--- src/rtl/freq_count_sequencer_if.sv ---
// Wishbone classic bus between the measurement sequencer (master) and the
// counter peripheral (slave).
//
// Handshake: a transfer is offered while cyc_o and stb_o are both high; adr_o,
// dat_o, we_o and sel_o stay constant for as long as it is offered. The slave
// ends it by raising exactly one of ack_i / err_i / rty_i for one cycle
// (err_i wins over rty_i, rty_i over ack_i). A termination seen while stb_o is
// low means nothing, and the master drops stb_o the cycle after a termination.
interface freq_count_sequencer_if;
  logic [31:0] adr_o;
  logic [31:0] dat_o;
  logic [31:0] dat_i;
  logic        we_o;
  logic        cyc_o;
  logic        stb_o;
  logic [3:0]  sel_o;
  logic        ack_i;
  logic        err_i;
  logic        rty_i;

  modport master (
    output adr_o, dat_o, we_o, cyc_o, stb_o, sel_o,
    input  dat_i, ack_i, err_i, rty_i
  );

  modport slave (
    input  adr_o, dat_o, we_o, cyc_o, stb_o, sel_o,
    output dat_i, ack_i, err_i, rty_i
  );
endinterface

--- src/rtl/freq_count_sequencer.sv ---
// Frequency-counter measurement sequencer: resets the counter, starts it,
// waits a programmable gate time, then reads the count back over Wishbone.
// Bus errors, retries beyond the limit and slave timeouts abort the run and
// raise a sticky error flag.
module freq_count_sequencer #(
  parameter logic [31:0] CTRL_ADDR   = 32'h8,
  parameter logic [31:0] RESULT_ADDR = 32'h9,
  parameter int          ACK_TIMEOUT = 16,
  parameter int          MAX_RETRY   = 3
) (
  input  logic        clk_i,
  input  logic        rst_i,
  input  logic        start_i,
  input  logic        continuous_i,
  input  logic [15:0] gate_cycles_i,
  freq_count_sequencer_if.master wb,
  output logic [31:0] result_o,
  output logic        result_valid_o,
  output logic        busy_o,
  output logic        error_o,
  output logic [2:0]  state_o
);

  typedef enum logic [2:0] {
    IDLE     = 3'd0,
    WR_RST   = 3'd1,
    WR_START = 3'd2,
    GATE     = 3'd3,
    RD_RES   = 3'd4,
    DONE     = 3'd5
  } state_t;

  typedef struct packed {
    logic        cyc;
    logic        stb;
    logic        we;
    logic [3:0]  sel;
    logic [31:0] adr;
    logic [31:0] dat;
  } bus_t;

  localparam logic [15:0] TMO_LAST  = 16'(ACK_TIMEOUT - 1);
  localparam logic [7:0]  RETRY_MAX = 8'(MAX_RETRY);

  state_t      state;
  bus_t        bus_q;
  logic [15:0] gate_lat;
  logic [15:0] gate_cnt;
  logic [15:0] tmo_cnt;
  logic [7:0]  retry_cnt;
  // WR_RST has been acked; the next (idle-bus) cycle moves on to WR_START.
  logic        acked;

  // Bus fields for the single transfer that belongs to each bus state.
  function automatic bus_t issue(state_t s);
    bus_t b;
    b.cyc = 1'b1;
    b.stb = 1'b1;
    b.sel = 4'hF;
    b.we  = (s != RD_RES);
    b.adr = (s == RD_RES) ? RESULT_ADDR : CTRL_ADDR;
    case (s)
      WR_RST:   b.dat = 32'h1;
      WR_START: b.dat = 32'h80;
      default:  b.dat = 32'h0;
    endcase
    return b;
  endfunction

  assign wb.cyc_o = bus_q.cyc;
  assign wb.stb_o = bus_q.stb;
  assign wb.we_o  = bus_q.we;
  assign wb.sel_o = bus_q.sel;
  assign wb.adr_o = bus_q.adr;
  assign wb.dat_o = bus_q.dat;

  assign busy_o  = (state != IDLE);
  assign state_o = state;

  // Sequencer FSM with registered bus, result and error outputs.
  always_ff @(posedge clk_i or negedge rst_i) begin
    if (!rst_i) begin
      state          <= IDLE;
      bus_q          <= '0;
      result_o       <= '0;
      result_valid_o <= 1'b0;
      error_o        <= 1'b0;
      gate_lat       <= '0;
      gate_cnt       <= '0;
      tmo_cnt        <= '0;
      retry_cnt      <= '0;
      acked          <= 1'b0;
    end else begin
      result_valid_o <= 1'b0;
      case (state)
        IDLE: begin
          if (start_i || continuous_i) begin
            gate_lat  <= gate_cycles_i;
            if (start_i) error_o <= 1'b0;
            state     <= WR_RST;
            bus_q     <= issue(WR_RST);
            retry_cnt <= '0;
            tmo_cnt   <= '0;
            acked     <= 1'b0;
          end
        end

        WR_RST, WR_START, RD_RES: begin
          if (!bus_q.stb) begin
            // Idle bus cycle after a retry, or after the WR_RST ack.
            tmo_cnt <= '0;
            if (acked) begin
              acked     <= 1'b0;
              state     <= WR_START;
              bus_q     <= issue(WR_START);
              retry_cnt <= '0;
            end else begin
              bus_q <= issue(state);
            end
          end else if (wb.err_i) begin
            bus_q   <= '0;
            error_o <= 1'b1;
            state   <= IDLE;
          end else if (wb.rty_i) begin
            bus_q <= '0;
            if (retry_cnt == RETRY_MAX) begin
              error_o <= 1'b1;
              state   <= IDLE;
            end else begin
              retry_cnt <= retry_cnt + 8'd1;
            end
          end else if (wb.ack_i) begin
            bus_q <= '0;
            case (state)
              WR_RST: acked <= 1'b1;
              WR_START: begin
                state    <= GATE;
                gate_cnt <= gate_lat;
              end
              default: begin
                result_o       <= wb.dat_i;
                result_valid_o <= 1'b1;
                state          <= DONE;
              end
            endcase
          end else if (tmo_cnt == TMO_LAST) begin
            bus_q   <= '0;
            error_o <= 1'b1;
            state   <= IDLE;
          end else begin
            tmo_cnt <= tmo_cnt + 16'd1;
          end
        end

        GATE: begin
          if (gate_cnt == '0) begin
            state     <= RD_RES;
            bus_q     <= issue(RD_RES);
            retry_cnt <= '0;
            tmo_cnt   <= '0;
          end else begin
            gate_cnt <= gate_cnt - 16'd1;
          end
        end

        DONE: begin
          if (continuous_i) begin
            state     <= WR_RST;
            bus_q     <= issue(WR_RST);
            retry_cnt <= '0;
            tmo_cnt   <= '0;
            acked     <= 1'b0;
          end else begin
            state <= IDLE;
          end
        end

        default: begin
          state <= IDLE;
          bus_q <= '0;
        end
      endcase
    end
  end

endmodule

--- src/flat_wrapper.sv ---
// flat-port wrapper written by rule: the top's interface ports become plain ports
module freq_count_sequencer_flat 
#(
  parameter logic [31:0] CTRL_ADDR   = 32'h8,
  parameter logic [31:0] RESULT_ADDR = 32'h9,
  parameter int          ACK_TIMEOUT = 16,
  parameter int          MAX_RETRY   = 3
)
  (clk_i, rst_i, start_i, continuous_i, gate_cycles_i, result_o, result_valid_o, busy_o, error_o, state_o, wb_adr_o, wb_dat_o, wb_we_o, wb_cyc_o, wb_stb_o, wb_sel_o, wb_dat_i, wb_ack_i, wb_err_i, wb_rty_i);
  freq_count_sequencer_if wb_i ();
  input  logic clk_i;
  input  logic rst_i;
  input  logic start_i;
  input  logic continuous_i;
  input  logic [15:0] gate_cycles_i;
  output logic [31:0] result_o;
  output logic result_valid_o;
  output logic busy_o;
  output logic error_o;
  output logic [2:0] state_o;
  output wire logic [$bits(wb_i.adr_o)-1:0] wb_adr_o;
  output wire logic [$bits(wb_i.dat_o)-1:0] wb_dat_o;
  output wire logic [$bits(wb_i.we_o)-1:0] wb_we_o;
  output wire logic [$bits(wb_i.cyc_o)-1:0] wb_cyc_o;
  output wire logic [$bits(wb_i.stb_o)-1:0] wb_stb_o;
  output wire logic [$bits(wb_i.sel_o)-1:0] wb_sel_o;
  input wire logic [$bits(wb_i.dat_i)-1:0] wb_dat_i;
  input wire logic [$bits(wb_i.ack_i)-1:0] wb_ack_i;
  input wire logic [$bits(wb_i.err_i)-1:0] wb_err_i;
  input wire logic [$bits(wb_i.rty_i)-1:0] wb_rty_i;
  assign wb_adr_o = wb_i.adr_o;
  assign wb_dat_o = wb_i.dat_o;
  assign wb_we_o = wb_i.we_o;
  assign wb_cyc_o = wb_i.cyc_o;
  assign wb_stb_o = wb_i.stb_o;
  assign wb_sel_o = wb_i.sel_o;
  assign wb_i.dat_i = wb_dat_i;
  assign wb_i.ack_i = wb_ack_i;
  assign wb_i.err_i = wb_err_i;
  assign wb_i.rty_i = wb_rty_i;
  freq_count_sequencer #(.CTRL_ADDR(CTRL_ADDR), .RESULT_ADDR(RESULT_ADDR), .ACK_TIMEOUT(ACK_TIMEOUT), .MAX_RETRY(MAX_RETRY)) u_core (.clk_i(clk_i), .rst_i(rst_i), .start_i(start_i), .continuous_i(continuous_i), .gate_cycles_i(gate_cycles_i), .wb(wb_i), .result_o(result_o), .result_valid_o(result_valid_o), .busy_o(busy_o), .error_o(error_o), .state_o(state_o));
endmodule
--- config.mk ---
export PLATFORM = sky130hd
export DESIGN_NAME = freq_count_sequencer_flat
export DESIGN_NICKNAME = d
export VERILOG_FILES = /design/src/rtl/freq_count_sequencer_if.sv /design/src/rtl/freq_count_sequencer.sv /design/src/flat_wrapper.sv
export SDC_FILE = /design/constraint.sdc
export NUM_CORES = 1
export LEC_CHECK = 0
export CAP_MARGIN = 40
export CORE_UTILIZATION = 40
export CTS_CLUSTER_DIAMETER = 120
export CTS_CLUSTER_SIZE = 10
export DETAILED_ROUTE_END_ITERATION = 8
export PLACE_DENSITY = 0.72
export SETUP_SLACK_MARGIN = 0.05
export SLEW_MARGIN = 15
export SYNTH_ARGS = -nofsm -noshare
export SYNTH_HDL_FRONTEND = slang
export SYNTH_SLANG_ARGS = --single-unit
--- constraint.sdc ---
create_clock -name clk_i -period 2.7 [get_ports clk_i]
set_clock_uncertainty 0.15 [all_clocks]
set_input_delay 0.54 -clock clk_i [delete_from_list [all_inputs] [get_ports clk_i]]
set_output_delay 0.54 -clock clk_i [all_outputs]
set_load 0.02 [all_outputs]
-- Word level (Yosys, flattened, before mapping)
Cells that the tools add are included.
Widths: inputs -> output; s select.
- register bits: 165
- bits in latches: 0
- RAM bits: 0
- ROM bits: 0
- bits of input ports: 55
- word-level logic and storage cells: 146
- memories: 0
- $add $sub $neg: 3
- multipliers: 0
- divide/modulo/power cells: 0
- order comparisons: 0
- equality and inequality tests: 33
- shifts and indexed selects: 0
- multiplexer cells: 72
- bitwise gates (word level): 3
- reduce and logical (&&, ||, !) cells: 20
- operator list (kind ; count):
    $mux 71 ; 8
    $pmux 71 s4 ; 1
    $mux 16 ; 14
    $mux 69 ; 1
    $mux 8 ; 8
    $pmux 16 s4 ; 1
    $pmux 16 s2 ; 1
    $pmux 8 s4 ; 1
    $mux 3 ; 9
    $ne 3x3->1 const B ; 9
    $mux 1 ; 23
    $reduce_and 7->1 ; 3
    $add 16x1->16 const B ; 1
    $eq 16x4->1 const B ; 1
    $logic_not 16->1 ; 1
    $pmux 8 s2 ; 1
    $reduce_and 8->1 ; 2
    $sub 16x1->16 const B ; 1
    $ne 2x2->1 const B ; 6
    $ne 6x6->1 const B ; 2
    $pmux 3 s4 ; 1
    $reduce_and 6->1 ; 2
    $add 8x1->8 const B ; 1
    $eq 8x2->1 const B ; 1
    22 further kinds ; 32

-- Depth between registers and ports, before layout
- depth in word-level cells: 8
- mapped depth: 9

-- Least setup slack after synthesis
OpenSTA, ideal clock, no wires.
- kind: register to register
- start point: reg u_core.state[2], in the netlist u_core.state_o[2]
- end point: reg u_core.tmo_cnt[11]
- library setup time: 0.078 ns
- data arrival time: 2.345 ns
- data required time: 2.472 ns
- slack: 0.127 ns
- stages on the path, launching flop included: 10
- path buffers: 3
- path through: dfrtp_1 buf_2 or3_1 clkbuf_1 nand3_1 a31oi_1 or3_1 buf_2 or4_1 a21oi_1
- longest elaborated chain between the ends: 4
- elaborated cells on any way between the ends: 17
- classes of those cells: eq/ne (12); mux (1); reduce/logical (4)
- RTL lines (what ; RTL line ; text):
    from (decl) ; freq_count_sequencer.sv:45 ; state_t state;
    from (signal assigned) ; freq_count_sequencer.sv:83 ; state <= IDLE;
    from (signal assigned) ; freq_count_sequencer.sv:100 ; state <= WR_RST;
    from (signal assigned) ; freq_count_sequencer.sv:114 ; state <= WR_START;
    $eq 3x1->1, or another cell as far along ; freq_count_sequencer.sv:95 ; case (state)
    $reduce_or 3->1 ; freq_count_sequencer.sv:95 ;
    $ne 3x3->1 (no source line) or $reduce_bool 4->1 (tied branches) ; n/a ;
    $reduce_and 8->1 (no source line) ; n/a ;
    to (signal assigned) ; freq_count_sequencer.sv:151 ; tmo_cnt <= tmo_cnt + 16'd1;
    to (decl) ; freq_count_sequencer.sv:49 ; logic [15:0] tmo_cnt;
Several ways; a longest one is shown, not always the timed one.
A chain may end at the register's enable or synchronous reset.

-- Final worst setup path
- start point: reg u_core.gate_cnt[13]
- end point: reg u_core.tmo_cnt[11]
- longest elaborated chain between the ends: 3
- RTL lines (what ; RTL line ; text):
    from (decl) ; freq_count_sequencer.sv:48 ; logic [15:0] gate_cnt;
    from (signal assigned) ; freq_count_sequencer.sv:138 ; gate_cnt <= gate_lat;
    from (signal assigned) ; freq_count_sequencer.sv:162 ; gate_cnt <= gate_cnt - 16'd1;
    $logic_not 16->1 ; freq_count_sequencer.sv:156 ; if (gate_cnt == '0) begin
    $ne 2x1->1 (no source line) ; n/a ;
    $reduce_and 8->1 (no source line) ; n/a ;
No other way between the ends.

==> results by group <==
STA
  – RSZ-0062 raised after global routing: true
  – Slew HR: 62.0%
  – Final hold slack: 39.1 ps
  – Slew @ Worst Pin: 570 ps
  – Tmin final: 2570 ps
  – Setup-failing EPs final: 0
  – Final period util: 95.1%
  – Fin Setup TNS: 0 ps
  – Final Max Slew Viols: 0
  – Final worst setup slack: 132 ps
  – Final Hold Fails: 0
  – Fmax: 389 MHz

Route
  – Drt drc: 0
  – TritonRoute pass-1 iters: 5
  – Initial DRC Count: 282
  – WL met2: 7170 um
  – Vias per cell: 5.12
  – Met3 WL: 647 um
  – Max Used Layer: met4
  – Wl on met1: 5460 um
  – DR vias: 4775
  – Detail Route Antenna Nets: 0
  – Post-Route WL: 13500 um
  – Routed len/inst: 14.5 um

Layout
  – N_diodes: 0
  – Proportion of layout cells with a drive suffix above 1: 13.2%
  – Storage cell area: 2500 um2
  – Final instance area: 7150 um2
  – Multi-input gate area: 2660 um2
  – Area Overhead vs Synth: 29.6%
  – Fill cells: 1238
  – Core Util, Final: 53.6%
  – Layout Nets: 810

Pwr
  – Switching share of power: 38.1%
  – Seq pwr share: 33.5%
  – NetSw: 0.00269 W
  – Internal Power: 0.00437 W
  – Clock network power share: 20.1%
  – Leak pwr: 3.24 nW
  – Gate power share: 46.4%
  – P per Cell Area: 988 nW/um2
  – Max VDD drop: 580 uV

Logic synthesis
  – Syn Inst Count: 628
  – Mapped cell area: 5520 um2
  – Post-synthesis sequential area ratio: 45.4%
  – Predominant post-synthesis flop cell: dfrtp_1
  – Yosys reg bits: 100
  – Mapped Avg Cell Area: 8.78 um2
  – EDFF count, synth: 0
  – Async S/R FF share, synth: 100%
  – Yosys warning count: 0
  – Distinct cells, synth: 60

Global routing
  – Initial antenna violation count: 0
  – GR Overflow Total: 0
  – GRT Total Usage: 19.4%
  – First-pass GRT wire length: 22200 um
  – Vias in the first global route: 4706
  – Pin count of the biggest net entering global routing: 59

Place
  – DP HPWL: 9880 um
  – I/O Buffers: 103
  – DP Area: 6750 um2
  – Pre-CTS setup slack: -300 ps
  – Final GP Congestion: 0.884

Worst setup path
  – WP data required: 2820 ps
  – R2r endpoint: u_core.tmo_cnt[11]
  – R2R cell count: 6
  – Critical path cell sequence: nor4_4, and4_2, o21ai_1, or3_4, or4_1, a21oi_1
  – CP peak stage delay: 500 ps
  – Crit Path Class: reg -> reg
  – Crit Reg-Reg Startpoint: u_core.gate_cnt[13]
  – Crit path max fanout: 5
  – Arrival @ worst endpoint: 2690 ps
  – Critical Path Start Type: flop
  – Element type at the critical path end: flop
  – Reg2reg setup slack: 130 ps
  – CP max-delay cell: or4_1

Clock network
  – Clk slew on worst S/H paths: 70 ps
  – Clk sinks: 100
  – CTS tree: built
  – CTS root buffer: clkbuf_16
  – CTS buffer count: 9
  – Clock Path Buffers: 2
  – CTS hold repair buffers: 0
  – H-tree Lvls: 3
  – Clock Latency Late Sink: 350 ps

Worst hold path
  – Hold Path Class: in -> async

Floorplanning
  – Initial Util: 41.3%
  – Ports: 164
  – Row count: 42
  – Core area: 13300 um2
  – Die area: 14300 um2
  – Die height: 119 um
  – Die Span X: 119 um

Job
  – Max-cap violations: 0

Outcome
  – Status: complete, no violations
sequential cells by signal, summed over array words and instances, names as in the netlist:
register / flops
u_core.result_valid_o: 1
u_core.wb.stb_o: 1
u_core.result_o: 32
u_core.acked: 1
u_core.wb.we_o: 1
u_core.gate_lat: 16
u_core.gate_cnt: 16
u_core.wb.dat_o: 2
u_core.tmo_cnt: 16
u_core.wb.adr_o: 1
u_core.wb.sel_o: 1
u_core.retry_cnt: 8
u_core.error_o: 1
u_core.state_o: 3
synthesized netlist by cell type (4+ instances only):
library cell / number / area, um2
xnor2_1: 11 / 96.3
nand3_1: 18 / 90.1
nor4_1: 13 / 81.3
nor4b_1: 5 / 43.8
nor3_1: 11 / 55.1
dfrtp_1: 100 / 2500
a21o_1: 5 / 37.5
mux2_2: 16 / 180
o22ai_1: 4 / 25.0
or2_2: 4 / 25.0
a31oi_1: 8 / 50.1
buf_4: 65 / 488
nor2_1: 49 / 184
nand4_1: 5 / 31.3
nand2_1: 129 / 484
clkbuf_1: 21 / 78.8
a21oi_1: 34 / 170
or3_1: 6 / 37.5
inv_1: 7 / 26.3
or4_1: 5 / 37.5
ha_1: 4 / 50.1
and2_1: 6 / 37.5
nand2b_1: 4 / 25.0
buf_2: 5 / 25.0
o21ai_0: 32 / 160
buf_1: 4 / 15.0
placed cells by master (no fill, tap or decap), types with 5 or more instances in the layout:
cell             instances
a21o_1                   5
a21oi_1                 33
a31oi_1                  7
and2_1                   6
buf_4                   43
clkbuf_16                9
clkdlybuf4s50_1        101
conb_1                  60
dfrtp_1                 98
inv_1                    6
mux2_2                  16
nand2_1                129
nand3_1                 17
nand4_1                  5
nor2_1                  49
nor3_1                  11
nor4_1                  12
nor4b_1                  5
o21ai_0                 32
or3_1                    5
xnor2_1                 11
routing by layer:
layer	global-route usage, %	vias up
met5	0	-
met2	34.3	124
met1	22.7	2324
li1	-	2305
met4	6.17	0
met3	5.12	22
kinds of logic (layout without fill, tap and decap cells):
family / Yosys count / count (layout) / share of synthesized area (%)
AOI/OAI and AO/OA: 119 / 119 / 13.5
xor gates and xnor gates: 11 / 11 / 1.75
adders and majority gates: 4 / 4 / 0.907
buffers and inverters: 102 / 171 / 11.5
DFF: 100 / 100 / 45.4
muxes: 18 / 18 / 3.63
other: 1 / 60 / 0.0680
and+or+nand+nor: 273 / 273 / 23.3
cell type report:
cell class | instances | share of cell area (%)
clock inverters | 5 | 1.14
well taps | 176 | 3.08
flip-flops and latches | 100 | 35.0
clock buffers | 11 | 3.53
repair buffers | 148 | 19.6
inverters | 7 | 0.367
multi-input cells | 485 | 37.2
power by group through the flow:
stage	sequential, W	clock, W	combinational, W
after floorplan	0.00257	0	0.00174
after global placement	0.00235	0	0.00314
after detailed placement	0.00238	0	0.00322
after CTS	0.00236	0.00146	0.00323
after global routing	0.00244	0.00152	0.00357
final	0.00237	0.00142	0.00328
repair_timing:
action                     4_1_cts  5_1_grt
pin swaps                        0        1
setup buffers                    0        1
gates resized for setup          3       12
setup endpoints to repair        2       15
how the worst max path moves through the flow:
stage	startpoint	end	cells after the start	slack, ps
2_1_floorplan	u_core.state_o[2]	u_core.tmo_cnt[11]	9	130
6_report	u_core.gate_cnt[13]	u_core.tmo_cnt[11]	6	130
3_5_place_dp	wb_err_i	u_core.tmo_cnt[12]	7	-300
3_3_place_gp	wb_err_i	u_core.tmo_cnt[12]	7	-190
5_1_grt	u_core.gate_cnt[13]	u_core.tmo_cnt[11]	6	30
4_1_cts	u_core.tmo_cnt[7]	u_core.tmo_cnt[6]	7	40
stage by stage:
stage | power, W | instances
6_report | 0.00707 | 932
5_1_grt | 0.00753 | 932
4_1_cts | 0.00704 | 931
3_5_place_dp | 0.00560 | 915
3_3_place_gp | 0.00550 | 915
2_1_floorplan | 0.00431 | 687
worst max-delay path: cells and delay by family (launching register included):
kind	cells	cell delay [ps]
compound gates	2	260
simple gates	4	1630
flops	1	440
Power figures use the tool's default switching activity.
==> RTL change 1: new RTL, same flow settings <==
Make the reset (`rst_i`) synchronous in one clocked block.
--- a/src/rtl/freq_count_sequencer.sv
+++ b/src/rtl/freq_count_sequencer.sv
@@ -78,7 +78,7 @@
   assign state_o = state;
 
   // Sequencer FSM with registered bus, result and error outputs.
-  always_ff @(posedge clk_i or negedge rst_i) begin
+  always_ff @(posedge clk_i) begin
     if (!rst_i) begin
       state          <= IDLE;
       bus_q          <= '0;
Function: differs if rst_i is asserted again (counterexample within 4 cycles, from zero or initial values and one cycle with rst_i low); with rst_i held inactive, the same outputs for 4 cycles.
==> RTL change 1 against the original RTL <==
Design area shrank 6.4%; count of clock-buffer cells in the layout shrank 1; first-iteration DRC count grew 8.2%; sequential power shrank 28%; combinational power shrank 49%; worst setup slack gained 0.0052 ns; total power shrank 33%; sequential cell count is the same; sequential share of layout area shrank 5.1 points; non-clock buffer count shrank 3; synthesized area shrank 6.1%; routed wire length shrank 4.4%; critical path type unchanged; critical endpoint is now u_core.retry_cnt[4]; largest cell class unchanged.
==> RTL change 1: results (changes against the original RTL) <==
Status
  – Outcome: completed

Setup path
  – R2R depth: 8 (+2)
  – Worst-path fanout max: 14 (+9)
  – CP Launch Point: u_core.gate_cnt[13]
  – Worst r2r dst: u_core.retry_cnt[4]

Layout
  – Clkbuf count: 10 (-1)
  – Seq/total area: 29.9% (-5.1 points)
  – Inverters: 13 (+6)
  – Buffers excl. clock: 145 (-2.0%)
  – Layout cells sized above 1: 9.47% (-3.8 points)
  – Seq Cell Count: 100 (unchanged)
  – Non-clock buffer share: 20.5% (+0.86 points)
  – Fin area: 0.00670 mm2 (-6.4%)
  – Fill cells: 1,208 (-2.4%)
  – Multi-input combinational area share: 41.0% (+3.8 points)
  – Clock buf/inv share: 4.63% (-0.038 points)
  – Multi-input gates: 486 (+0.21%)

Synth
  – Post-synth top cells: dfxtp_1 (100), nor2_1 (76), buf_4 (65), nand2_1 (65), a21oi_1 (63)
  – Main synth FF type: dfxtp_1
  – Area contributors post-synth: dfxtp_1 (39%), buf_4 (9.4%), mux2i_1 (7.3%)
  – Register area share after synthesis: 38.6% (-6.7 points)
  – Syn_area_per_cell: 8.11 um2 (-7.7%)
  – Async SR Flop Fraction: 0% (-100 points)
  – Number of synthesis warnings: 0 (unchanged)
  – Synth cell types: 56 (-6.7%)

Power
  – Net switching power: 0.00169 W (-37%)
  – Peak supply drop: 358 uV (-38%)
  – P_leak: 2.78 nW (-14%)
  – Flop pwr share: 36.2% (+2.7 points)
  – Clk pwr: 0.00134 W (-6%)

Routing
  – DRT Wirelength: 12.9 mm (-4.4%)
  – Via count: 4,824 (+1.0%)
  – DRT iter0 DRCs: 305 (+8.2%)
  – WL met2: 5.95 mm (-17%)
  – Vias per cell: 5.18 (+1.0%)
  – WL met3: 1.15 mm (+78%)
  – M1 wire length: 5.47 mm (+0.22%)

STA
  – Worst setup margin: 0.137 ns (+0.00519 ns)
  – Relative slew slack: 61.1% (-0.85 points)
  – Worst hold slack: 0.311 ns (+0.272 ns)

Clock tree
  – PostCTS Resize Cnt: 1 (-2)
  – Clock Tree Root: clkbuf_16
  – Number of buffers added for setup after CTS: 0 (unchanged)

Worst hold path
  – Hold crit path type: reg -> reg

Placement
  – Area after DPL: 0.00636 mm2 (-5.7%)
  – Pre-CTS setup slack: -0.160 ns (+0.140 ns)
  – DPL Wire Length: 9.14 mm (-7.5%)
  – Placed insts: 914 (-0.11%)
  – GP Congestion: 0.916 (+3.6%)

Global routing
  – Overall global routing resource usage: 19.8% (+0.39 points)
  – Global-route wire length before repair: 21.0 mm (-5.2%)
  – GR Util met1: 22.8% (+0.044 points)
  – Vias in the first global route: 4,675 (-0.66%)
  – Met2 Use GR: 32.3% (-1.9 points)
  – Pin count of the biggest net entering global routing: 34 (-42%)

Floorplanning
  – Die width: 116 um (-3.0%)
RTL change 1: critical path, stage by stage, from the launching register on:
cell,delay [ns]
dfxtp_1,0.32
or4_4,0.53
and4bb_2,0.37
buf_4,0.13
a21o_1,0.18
nand4b_1,0.12
buf_4,0.19
or3_1,0.35
a21oi_1,0.16
RTL change 1: kinds of logic after synthesis:
kind of cell               count (synthesis)  share of synthesized area [%]
and+or+nand+nor                          237                           22.2
AOI/OAI and AO/OA                        136                           16.1
buffers and inverters                    113                           12.9
DFF                                      100                           38.6
muxes                                     38                           7.34
xor gates and xnor gates                  10                           1.69
adders and majority gates                  4                          0.966
other                                      1                         0.0724
RTL change 1: worst max path at each step:
stage               cells past startpoint                  end
floorplan                               7   u_core.tmo_cnt[12]
global placement                        7   u_core.tmo_cnt[14]
detailed placement                      7   u_core.tmo_cnt[15]
CTS                                     6   u_core.tmo_cnt[15]
global route                            7    u_core.tmo_cnt[8]
finish                                  8  u_core.retry_cnt[4]
==> RTL change 2: new RTL, same settings <==
Made on the original files. `ACK_TIMEOUT` is set to 16 in 2 places; all go to 15.
--- a/src/rtl/freq_count_sequencer.sv
+++ b/src/rtl/freq_count_sequencer.sv
@@ -5,7 +5,7 @@
 module freq_count_sequencer #(
   parameter logic [31:0] CTRL_ADDR   = 32'h8,
   parameter logic [31:0] RESULT_ADDR = 32'h9,
-  parameter int          ACK_TIMEOUT = 16,
+  parameter int          ACK_TIMEOUT = 15,
   parameter int          MAX_RETRY   = 3
 ) (
   input  logic        clk_i,
--- a/src/flat_wrapper.sv
+++ b/src/flat_wrapper.sv
@@ -3,7 +3,7 @@
 #(
   parameter logic [31:0] CTRL_ADDR   = 32'h8,
   parameter logic [31:0] RESULT_ADDR = 32'h9,
-  parameter int          ACK_TIMEOUT = 16,
+  parameter int          ACK_TIMEOUT = 15,
   parameter int          MAX_RETRY   = 3
 )
   (clk_i, rst_i, start_i, continuous_i, gate_cycles_i, result_o, result_valid_o, busy_o, error_o, state_o, wb_adr_o, wb_dat_o, wb_we_o, wb_cyc_o, wb_stb_o, wb_sel_o, wb_dat_i, wb_ack_i, wb_err_i, wb_rty_i);
Check against the original RTL: same outputs for any inputs over 4 cycles, from zero or initial values and one cycle with rst_i low; that may be too few to reach the edited logic, so the function may still have changed.
==> RTL change 2 against the original RTL <==
Synthesized area down 1.4%; worst setup slack improved by 0.053 ns; routed wire length shrank 8.9%; design area shrank 4.3%; sequential cell count unchanged; via count down 7.3%; count of clock-buffer cells in the layout is 1 lower; total power is 2.3% lower; sequential share of layout area increased by 1.6 points; largest power group unchanged.
==> RTL change 2: results (changes against the original RTL) <==
Status
  – Outcome: completed

Routing
  – Via count: 4,425 (-7.3%)
  – DRT Wirelength: 12.3 mm (-8.9%)
  – Top layer used by detailed routing: met4
  – M1 wire length: 5.31 mm (-2.8%)
  – DRT iter0 DRCs: 171 (-39%)
  – Drt pass-1 iters: 4 (-1)
  – WL met2: 5.87 mm (-18%)
  – WL met3: 850 um (+31%)

Layout
  – Top reg by flops: u_core.result_o
  – Max reg flops: 32 (unchanged)
  – Diode count: 0 (unchanged)
  – Final nets: 776 (-4.2%)
  – Finished Layout Cells: 896 (-3.9%)
  – Fill cells: 1,234 (-0.32%)
  – Layout cells sized above 1: 8.89% (-4.3 points)

Global routing
  – Global-route wire length before repair: 20.9 mm (-5.7%)
  – Initial antenna violation count: 0 (unchanged)
  – Overall global routing resource usage: 18.5% (-0.88 points)
  – Pin count of the biggest net entering global routing: 45 (-24%)

Placement
  – Pre-CTS setup slack: 0.0616 ns (+0.362 ns)
  – PortBufs: 103 (unchanged)
  – DPL Wire Length: 9.06 mm (-8.3%)
  – Placed insts: 880 (-3.8%)
  – GP Congestion: 0.869 (-1.7%)

Synth
  – Async SR Flop Fraction: 100% (unchanged)
  – Register area share after synthesis: 46.0% (+0.66 points)
  – Main synth FF type: dfrtp_1
  – Area contributors post-synth: dfrtp_1 (46%), nand2_1 (9.1%), buf_4 (9.0%)
  – Syn_area_per_cell: 8.91 um2 (+1.5%)
  – Post-synth top cells: nand2_1 (132), dfrtp_1 (100), buf_4 (65)
  – Synth cell types: 64 (+6.7%)
  – Number of synthesis warnings: 0 (unchanged)

Power
  – Switching Share: 39.5% (+1.4 points)
  – Peak supply drop: 529 uV (-8.8%)
  – P_leak: 3.06 nW (-5.4%)

Setup path
  – Worst-path fanout max: 14 (+9)

STA
  – Relative slew slack: 62.2% (+0.24 points)
  – Final slew viol count: 0 (unchanged)

Clock tree
  – Buffer depth of the longest clock path: 2 (unchanged)
  – H-tree Lvls: 3 (unchanged)
  – Number of buffers added for setup after CTS: 0 (unchanged)
  – Skew-Pair Late Insertion Delay: 0.35 ns (about the same)
  – Clock Tree Root: clkbuf_16
  – TritonCTS buffer count: 9 (unchanged)
  – Clock transition at the registers of the reported paths: 0.07 ns (about the same)

Worst hold path
  – Hold crit path type: reg -> reg
-- RTL change 2: layer usage --
metal,track usage (%),vias to the layer above
li1,-,2155
met1,23.4,2091
met2,29.7,159
met3,4.87,20
met4,8.15,0
met5,0,-
-- RTL change 2: per-stage QoR --
stage / instance area (um2) / hold slack (ns) / power [W]
after floorplan: 5660 / 0.0944 / 0.00444
after global placement: 6510 / 0.273 / 0.00551
after detailed placement: 6510 / 0.274 / 0.00560
after CTS: 6830 / 0.329 / 0.00695
after global routing: 6840 / 0.354 / 0.00738
final: 6840 / 0.326 / 0.00691
-- RTL change 2: cell families after synthesis --
family	synth area share [%]
compound gates	12.0
other cells	0.0690
xor+xnor	2.58
buf+inv	12.0
mux	3.50
flops	46.0
simple gates	22.7
fa+ha+maj	1.15
-- RTL change 2: critical path, stage by stage (launching register included) --
cell             delay (ns)
dfrtp_1                0.54
nor3_2                 0.31
inv_2                  0.08
clkdlybuf4s50_1        0.54
-- RTL change 2: layout make-up --
| class | instances | share of cell area, % |
|---|---|---|
| Sequential cell | 100 | 36.6 |
| Tap cell | 176 | 3.22 |
| Clock buffer | 10 | 3.49 |
| Clock inverter | 5 | 0.896 |
| Multi-Input combinational cell | 464 | 36.9 |
| Inverter | 12 | 0.658 |
| Timing Repair Buffer | 129 | 18.3 |
-- RTL change 2: what timing repair did --
| action | 4_1_cts | 5_1_grt |
|---|---|---|
| hold endpoints to repair | 14 | 0 |
| resized for setup | 1 | 4 |
| hold buffers | 1 | 0 |
| cloned | 0 | 0 |
| endpoints found under the setup margin | 1 | 17 |
-- RTL change 2: power by group through the flow --
stage / registers (W) / logic, W / clock network, W
detailed placement: 0.00246 / 0.00314 / 0
floorplan: 0.00266 / 0.00178 / 0
finish: 0.00245 / 0.00315 / 0.00131
global route: 0.00253 / 0.00344 / 0.00141
CTS: 0.00245 / 0.00316 / 0.00135
global placement: 0.00244 / 0.00306 / 0
-- RTL change 2: worst paths after layout --
check                      cells past startpoint                   to  slack, ns                 from
setup / recovery                               3               busy_o       0.19    u_core.state_o[0]
hold / removal                                 2  u_core.result_o[12]       0.33  u_core.result_o[12]
setup reg to reg                               8   u_core.tmo_cnt[10]       0.27   u_core.gate_cnt[0]
hold reg to reg                                2  u_core.result_o[12]       0.33  u_core.result_o[12]
max in group asynchronous                      3  u_core.gate_cnt[12]       1.12                rst_i
min in group asynchronous                      2  u_core.gate_lat[11]       0.44                rst_i
